### src/rtl/cgra_pkg.sv
// Shared CGRA dimensions used across the array front end and controller.
package cgra_pkg;

  localparam int unsigned N_COL               = 4;
  localparam int unsigned N_COL_LOG2          = (N_COL > 1) ? $clog2(N_COL) : 1;
  localparam int unsigned KER_CONF_N_REG      = 16;
  localparam int unsigned KER_CONF_N_REG_LOG2 = $clog2(KER_CONF_N_REG);

endpackage

### src/rtl/cgra_prio_enc.sv
// Lowest-set-bit encoder: reports whether any request is set and the index of the lowest one.
module cgra_prio_enc #(
  parameter int unsigned W  = 4,
  parameter int unsigned IW = (W > 1) ? $clog2(W) : 1
) (
  input  logic [W-1:0]  req,
  output logic          valid,
  output logic [IW-1:0] index
);

  // Scan from the top so the last hit, the lowest set bit, wins.
  always_comb begin
    valid = 1'b0;
    index = '0;
    for (int i = W - 1; i >= 0; i--) begin
      if (req[i]) begin
        valid = 1'b1;
        index = IW'(i);
      end
    end
  end

endmodule

### src/rtl/cgra_synchronizer.sv
// Kernel-launch front end: holds one pending launch, hands it to the controller, tracks
// per-kernel column occupancy and reports each kernel's completion to the host.
module cgra_synchronizer #(
  parameter int unsigned N_COL = cgra_pkg::N_COL,
  parameter int unsigned KID_W = cgra_pkg::KER_CONF_N_REG_LOG2
) (
  input  logic             clk_i,
  input  logic             rst_ni,
  input  logic             start_i,
  input  logic [N_COL-1:0] start_col_mask_i,
  input  logic [KID_W-1:0] start_ker_id_i,
  output logic             start_ready_o,
  output logic             start_err_o,
  output logic [N_COL-1:0] acc_req_o,
  output logic [KID_W-1:0] ker_id_req_o,
  input  logic             acc_ack_i,
  input  logic [N_COL-1:0] col_start_i,
  input  logic [N_COL-1:0] acc_end_i,
  output logic [N_COL-1:0] col_busy_o,
  output logic [N_COL-1:0] col_run_o,
  output logic             done_valid_o,
  output logic [KID_W-1:0] done_ker_id_o,
  output logic [N_COL-1:0] done_col_mask_o,
  input  logic             done_ready_i
);

  localparam int unsigned IW = (N_COL > 1) ? $clog2(N_COL) : 1;

  logic             pend_v_reg;
  logic [N_COL-1:0] pend_mask_reg;
  logic [KID_W-1:0] pend_kid_reg;
  logic             start_err_reg;
  logic [N_COL-1:0] col_busy_reg, col_busy_next;
  logic [N_COL-1:0] col_run_reg, col_run_next;
  logic [N_COL-1:0] grp_v_reg, grp_v_next;
  logic [N_COL-1:0] done_pend_reg, done_pend_next;
  logic [N_COL-1:0] grp_rem_reg  [N_COL];
  logic [N_COL-1:0] grp_rem_next [N_COL];
  logic [N_COL-1:0] grp_mask_reg [N_COL];
  logic [KID_W-1:0] grp_kid_reg  [N_COL];
  logic             hold_v_reg;
  logic [IW-1:0]    hold_idx_reg;

  logic             slot_valid;
  logic [IW-1:0]    slot;
  logic             done_any;
  logic [IW-1:0]    done_low;
  logic [IW-1:0]    done_sel;
  logic             issue;
  logic             ack;
  logic             load;
  logic             pop;
  logic [N_COL-1:0] end_eff;
  logic [N_COL-1:0] slot_load;
  logic [N_COL-1:0] slot_complete;
  logic [N_COL-1:0] slot_pop;

  cgra_prio_enc #(.W(N_COL), .IW(IW)) u_slot_enc (
    .req   (pend_mask_reg),
    .valid (slot_valid),
    .index (slot)
  );

  cgra_prio_enc #(.W(N_COL), .IW(IW)) u_done_enc (
    .req   (done_pend_reg),
    .valid (done_any),
    .index (done_low)
  );

  assign issue   = pend_v_reg & slot_valid & ((col_busy_reg & pend_mask_reg) == '0)
                 & ~done_pend_reg[slot] & ~grp_v_reg[slot];
  assign ack     = acc_ack_i & issue;
  assign load    = start_i & ~pend_v_reg & (start_col_mask_i != '0);
  assign end_eff = acc_end_i & col_busy_reg;
  // Once an event is shown it stays selected until taken, even if a lower slot completes.
  assign done_sel = hold_v_reg ? hold_idx_reg : done_low;
  assign pop      = done_any & done_ready_i;

  assign start_ready_o   = ~pend_v_reg;
  assign start_err_o     = start_err_reg;
  assign acc_req_o       = issue ? pend_mask_reg : '0;
  assign ker_id_req_o    = pend_kid_reg;
  assign col_busy_o      = col_busy_reg;
  assign col_run_o       = col_run_reg;
  assign done_valid_o    = done_any;
  assign done_ker_id_o   = done_any ? grp_kid_reg[done_sel] : '0;
  assign done_col_mask_o = done_any ? grp_mask_reg[done_sel] : '0;

  assign col_busy_next = (col_busy_reg & ~end_eff) | (ack ? pend_mask_reg : '0);
  assign col_run_next  = (col_run_reg | (col_start_i & col_busy_reg)) & ~end_eff;

  for (genvar gi = 0; gi < N_COL; gi++) begin : g_slot
    assign slot_load[gi]     = ack & (slot == IW'(gi));
    assign grp_rem_next[gi]  = slot_load[gi] ? pend_mask_reg : (grp_rem_reg[gi] & ~end_eff);
    assign slot_complete[gi] = grp_v_reg[gi] & ~slot_load[gi] & (grp_rem_next[gi] == '0);
    assign slot_pop[gi]      = pop & (done_sel == IW'(gi));
    assign grp_v_next[gi]    = slot_load[gi] | (grp_v_reg[gi] & ~slot_complete[gi]);
    assign done_pend_next[gi] = slot_complete[gi] | (done_pend_reg[gi] & ~slot_pop[gi]);
  end

  always_ff @(posedge clk_i or negedge rst_ni) begin
    if (!rst_ni) begin
      pend_v_reg    <= 1'b0;
      pend_mask_reg <= '0;
      pend_kid_reg  <= '0;
      start_err_reg <= 1'b0;
      col_busy_reg  <= '0;
      col_run_reg   <= '0;
      grp_v_reg     <= '0;
      done_pend_reg <= '0;
      hold_v_reg    <= 1'b0;
      hold_idx_reg  <= '0;
      for (int i = 0; i < N_COL; i++) begin
        grp_rem_reg[i]  <= '0;
        grp_mask_reg[i] <= '0;
        grp_kid_reg[i]  <= '0;
      end
    end else begin
      start_err_reg <= start_i & ~pend_v_reg & (start_col_mask_i == '0);
      if (load) begin
        pend_v_reg    <= 1'b1;
        pend_mask_reg <= start_col_mask_i;
        pend_kid_reg  <= start_ker_id_i;
      end else if (ack) begin
        pend_v_reg <= 1'b0;
      end
      col_busy_reg  <= col_busy_next;
      col_run_reg   <= col_run_next;
      grp_v_reg     <= grp_v_next;
      done_pend_reg <= done_pend_next;
      hold_v_reg    <= done_any & ~done_ready_i;
      hold_idx_reg  <= done_sel;
      for (int i = 0; i < N_COL; i++) begin
        grp_rem_reg[i] <= grp_rem_next[i];
        if (slot_load[i]) begin
          grp_mask_reg[i] <= pend_mask_reg;
          grp_kid_reg[i]  <= pend_kid_reg;
        end
      end
    end
  end

  a_ack_while_issuing: assert property (@(posedge clk_i) disable iff (!rst_ni)
    acc_ack_i |-> issue);
  a_end_on_busy_col: assert property (@(posedge clk_i) disable iff (!rst_ni)
    (acc_end_i & ~col_busy_reg) == '0);

endmodule

### config.mk
export PLATFORM = sky130hd
export DESIGN_NAME = cgra_synchronizer
export DESIGN_NICKNAME = d
export VERILOG_FILES = /design/src/rtl/cgra_pkg.sv /design/src/rtl/cgra_prio_enc.sv /design/src/rtl/cgra_synchronizer.sv
export SDC_FILE = /design/constraint.sdc
export NUM_CORES = 1
export LEC_CHECK = 0
export BUFFER_PORTS_ARGS = -buffer_cell sky130_fd_sc_hd__buf_4
export CAP_MARGIN = 20
export CELL_PAD_IN_SITES_DETAIL_PLACEMENT = 1
export CELL_PAD_IN_SITES_GLOBAL_PLACEMENT = 1
export CORE_ASPECT_RATIO = 0.75
export CORE_MARGIN = 10
export CORE_UTILIZATION = 31
export CTS_BUF_LIST = sky130_fd_sc_hd__clkbuf_8 sky130_fd_sc_hd__clkbuf_16
export CTS_CLUSTER_DIAMETER = 50
export DETAILED_ROUTE_END_ITERATION = 6
export PLACE_DENSITY_LB_ADDON = 0.1
export SLEW_MARGIN = 10
export SYNTH_ARGS = -nofsm -noshare
export SYNTH_HDL_FRONTEND = slang
export SYNTH_SLANG_ARGS = --single-unit
### constraint.sdc
create_clock -name clk_i -period 3.05 [get_ports clk_i]
set_input_delay 0.61 -clock clk_i [delete_from_list [all_inputs] [get_ports clk_i]]
set_output_delay 0.61 -clock clk_i [all_outputs]
set_load 0.1 [all_outputs]
==> key figures <==
Logic synthesis
  – Mapped Cells: 263
  – Synth Area per Inst: 12.5 um2
  – Area leader, netlist: dfrtp_1
  – Commonest cells post-synth: dfrtp_1, nand2_1, mux2_2
  – Post-synth EDFFs: 0
  – Warnings from Yosys: 0
  – Most frequent cell after synthesis: dfrtp_1
  – Yosys top cell area share: 58.8%
  – Unique masters post-synth: 35
  – Async SR Flop Fraction: 100%
  – Seq cells post-synth: 77
  – Top cells by area, synth: dfrtp_1, mux2_2, mux4_2
  – Syn Std Cell Area: 3280 um2
  – Seq/Total Area, Yosys: 58.8%
  – Syn_nets: 284
  – Main synth FF type: dfrtp_1

Critical path
  – R2r worst-path depth: 8
  – Worst Path Max Fanout: 9
  – Arr. time, crit path: 2.33 ns
  – RR Startpoint: pend_mask_reg[2]
  – Flop-to-flop setup slack: 0.56 ns
  – Crit path largest cell delay: 0.50 ns
  – Slowest cell on the critical path: mux4_2
  – CP Class: reg -> out
  – RR Endpoint: grp_mask_reg[10]
  – CP startpoint kind: register
  – CP Cell Sequence: inv_1 -> a21oi_1 -> o31a_1 -> inv_2 -> buf_12 -> mux4_2 -> and2_1 -> buf_4
  – Required @ worst endpoint: 2.44 ns
  – CP endpoint kind: primary output

Clock network
  – CTS clk-pin slew, worst paths: 0.06 ns
  – Clk buf depth: 2
  – Clock latency on the worst-skew pair: 0.34 ns
  – Num CTS Buffers: 9
  – CTS tree: built
  – Root Driver: clkbuf_16
  – CTS Sinks: 77
  – Htree depth: 3

Timing
  – Slew headroom: 45.8%
  – Fin. Hold Viols: 0
  – Period utilisation layout: 96.5%
  – Final setup vio count: 0
  – Setup Skew: 0.00595 ns
  – WHS: 0.219 ns
  – Actual slew at the worst max-slew pin: 0.810 ns
  – Fin crit period: 2.94 ns
  – Slew Viols, Final: 0
  – Max Clock Freq: 340 MHz

Placed design
  – Detailed placement HPWL: 5.94 mm
  – Routability cong.: 0.736
  – Port Buffers: 47

Global routing
  – Overflow after GRT: 0
  – Vias in the first global route: 2494
  – Total track usage: 11.9%
  – Antenna violations before repair: 0
  – First-pass GRT wire length: 14.2 mm
  – Largest net degree at the start of global routing: 78

Routing
  – Drt drc: 0
  – Final Routed Wirelength: 8.67 mm
  – DRT Pass-1 Iters: 5
  – Remaining antenna violation count: 0
  – WL per Instance: 18.6 um
  – Initial DRC Count: 86
  – Vias: 2279
  – Via/cell ratio: 4.90

Min path
  – Worst Hold Class: in -> async

Flow run
  – Max Cap Viol: 0

Layout
  – Final net count: 345
  – Antenna cells: 0
  – Final Util: 41.5%
  – Area Growth Syn to Fin: 30.3%
  – Layout cells sized above 1: 36.5%

Run status
  – Status: complete, no violations

Floorplanning
  – Die Y: 109 um
  – I/O pin count: 48
  – Core area: 10300 um2
  – Initial core utilization: 31.9%
  – # rows: 32
  – Die span in x: 139 um
  – Die ar.: 15100 um2
## cells by family (layout without fill, tap and decap cells)
group | count (synthesis) | in the layout | share of synthesized area (%)
AOI/OAI and AO/OA | 36 | 36 | 8.28
buffers and inverters | 24 | 90 | 3.13
DFF | 77 | 77 | 58.8
muxes | 41 | 41 | 16.6
and+or+nand+nor | 85 | 85 | 13.2
## cell usage in the layout (no fill, tap or decap), drive strengths merged, types with 3 or more instances in the layout
cell type | Yosys | final
clkbuf | 5 | 9
o22ai | 3 | 3
inv | 13 | 13
buf | 6 | 61
and3 | 6 | 6
a21oi | 9 | 9
and2 | 20 | 20
a22o | 5 | 5
a222oi | 4 | 4
mux2i | 5 | 5
dfrtp | 77 | 77
bufinv | 0 | 4
nand2 | 34 | 34
mux2 | 28 | 28
nand3 | 4 | 4
o21ai | 6 | 6
mux4 | 8 | 8
nand2b | 3 | 3
nor2 | 6 | 6
## critical path: cells and delay by family, from the launching register on
kind                   cells  cell delay, ns
multiplexers               1            0.50
flip-flops                 1            0.41
AO/OA/AOI/OAI              2            0.34
AND/OR/NAND/NOR            1            0.18
buffers and inverters      4            0.57
## area by class of cell
| cell class | count | area, um2 |
|---|---|---|
| Fill cell | 1085 | 6020 |
| Timing Repair Buffer | 61 | 505 |
| Multi-Input combinational cell | 162 | 1260 |
| Inverter | 13 | 48.8 |
| Clock inverter | 7 | 138 |
| Sequential cell | 77 | 1930 |
| Clock buffer | 9 | 225 |
| Tap cell | 136 | 170 |
## routing by layer
metal	global-route usage [%]	share of wire [%]	vias up
met3	4.00	3.7	6
met1	15.1	47	1179
met5	0	0	-
met4	3.79	0.68	0
li1	-	-	1054
met2	18.9	48	40
## worst max path at each step
stage                           startpoint            endpoint  slack (ns)
after floorplan              col_busy_o[2]        acc_req_o[0]       0.006
after global placement    pend_mask_reg[2]        acc_req_o[3]        0.35
after detailed placement  pend_mask_reg[2]        acc_req_o[3]        0.32
after CTS                 done_pend_reg[2]    done_ker_id_o[3]        0.01
after global routing      pend_mask_reg[2]        acc_req_o[3]      -0.001
final                     done_pend_reg[2]  done_col_mask_o[2]        0.11
## metrics by stage
stage | TNS [ns] | cell area (um2) | instances | worst slack (ns)
global route | -0.00138 | 4270 | 465 | -0.00138
floorplan | 0 | 3280 | 263 | 0.00562
CTS | 0 | 4210 | 462 | 0.0111
global placement | 0 | 3840 | 446 | 0.352
finish | 0 | 4270 | 465 | 0.105
detailed placement | 0 | 3840 | 446 | 0.321
## timing repair
item | in CTS | in global routing
gates resized for setup | 4 | 7
buffers inserted | 0 | 2
pin swaps | 0 | 2
hold buffers | 0 | 0
endpoints found under the hold margin | 0 | 0
endpoints found under the setup margin | 10 | 11
Power is not shown: default switching activity piles up to over one toggle a cycle in this logic, so the estimate is an artifact.
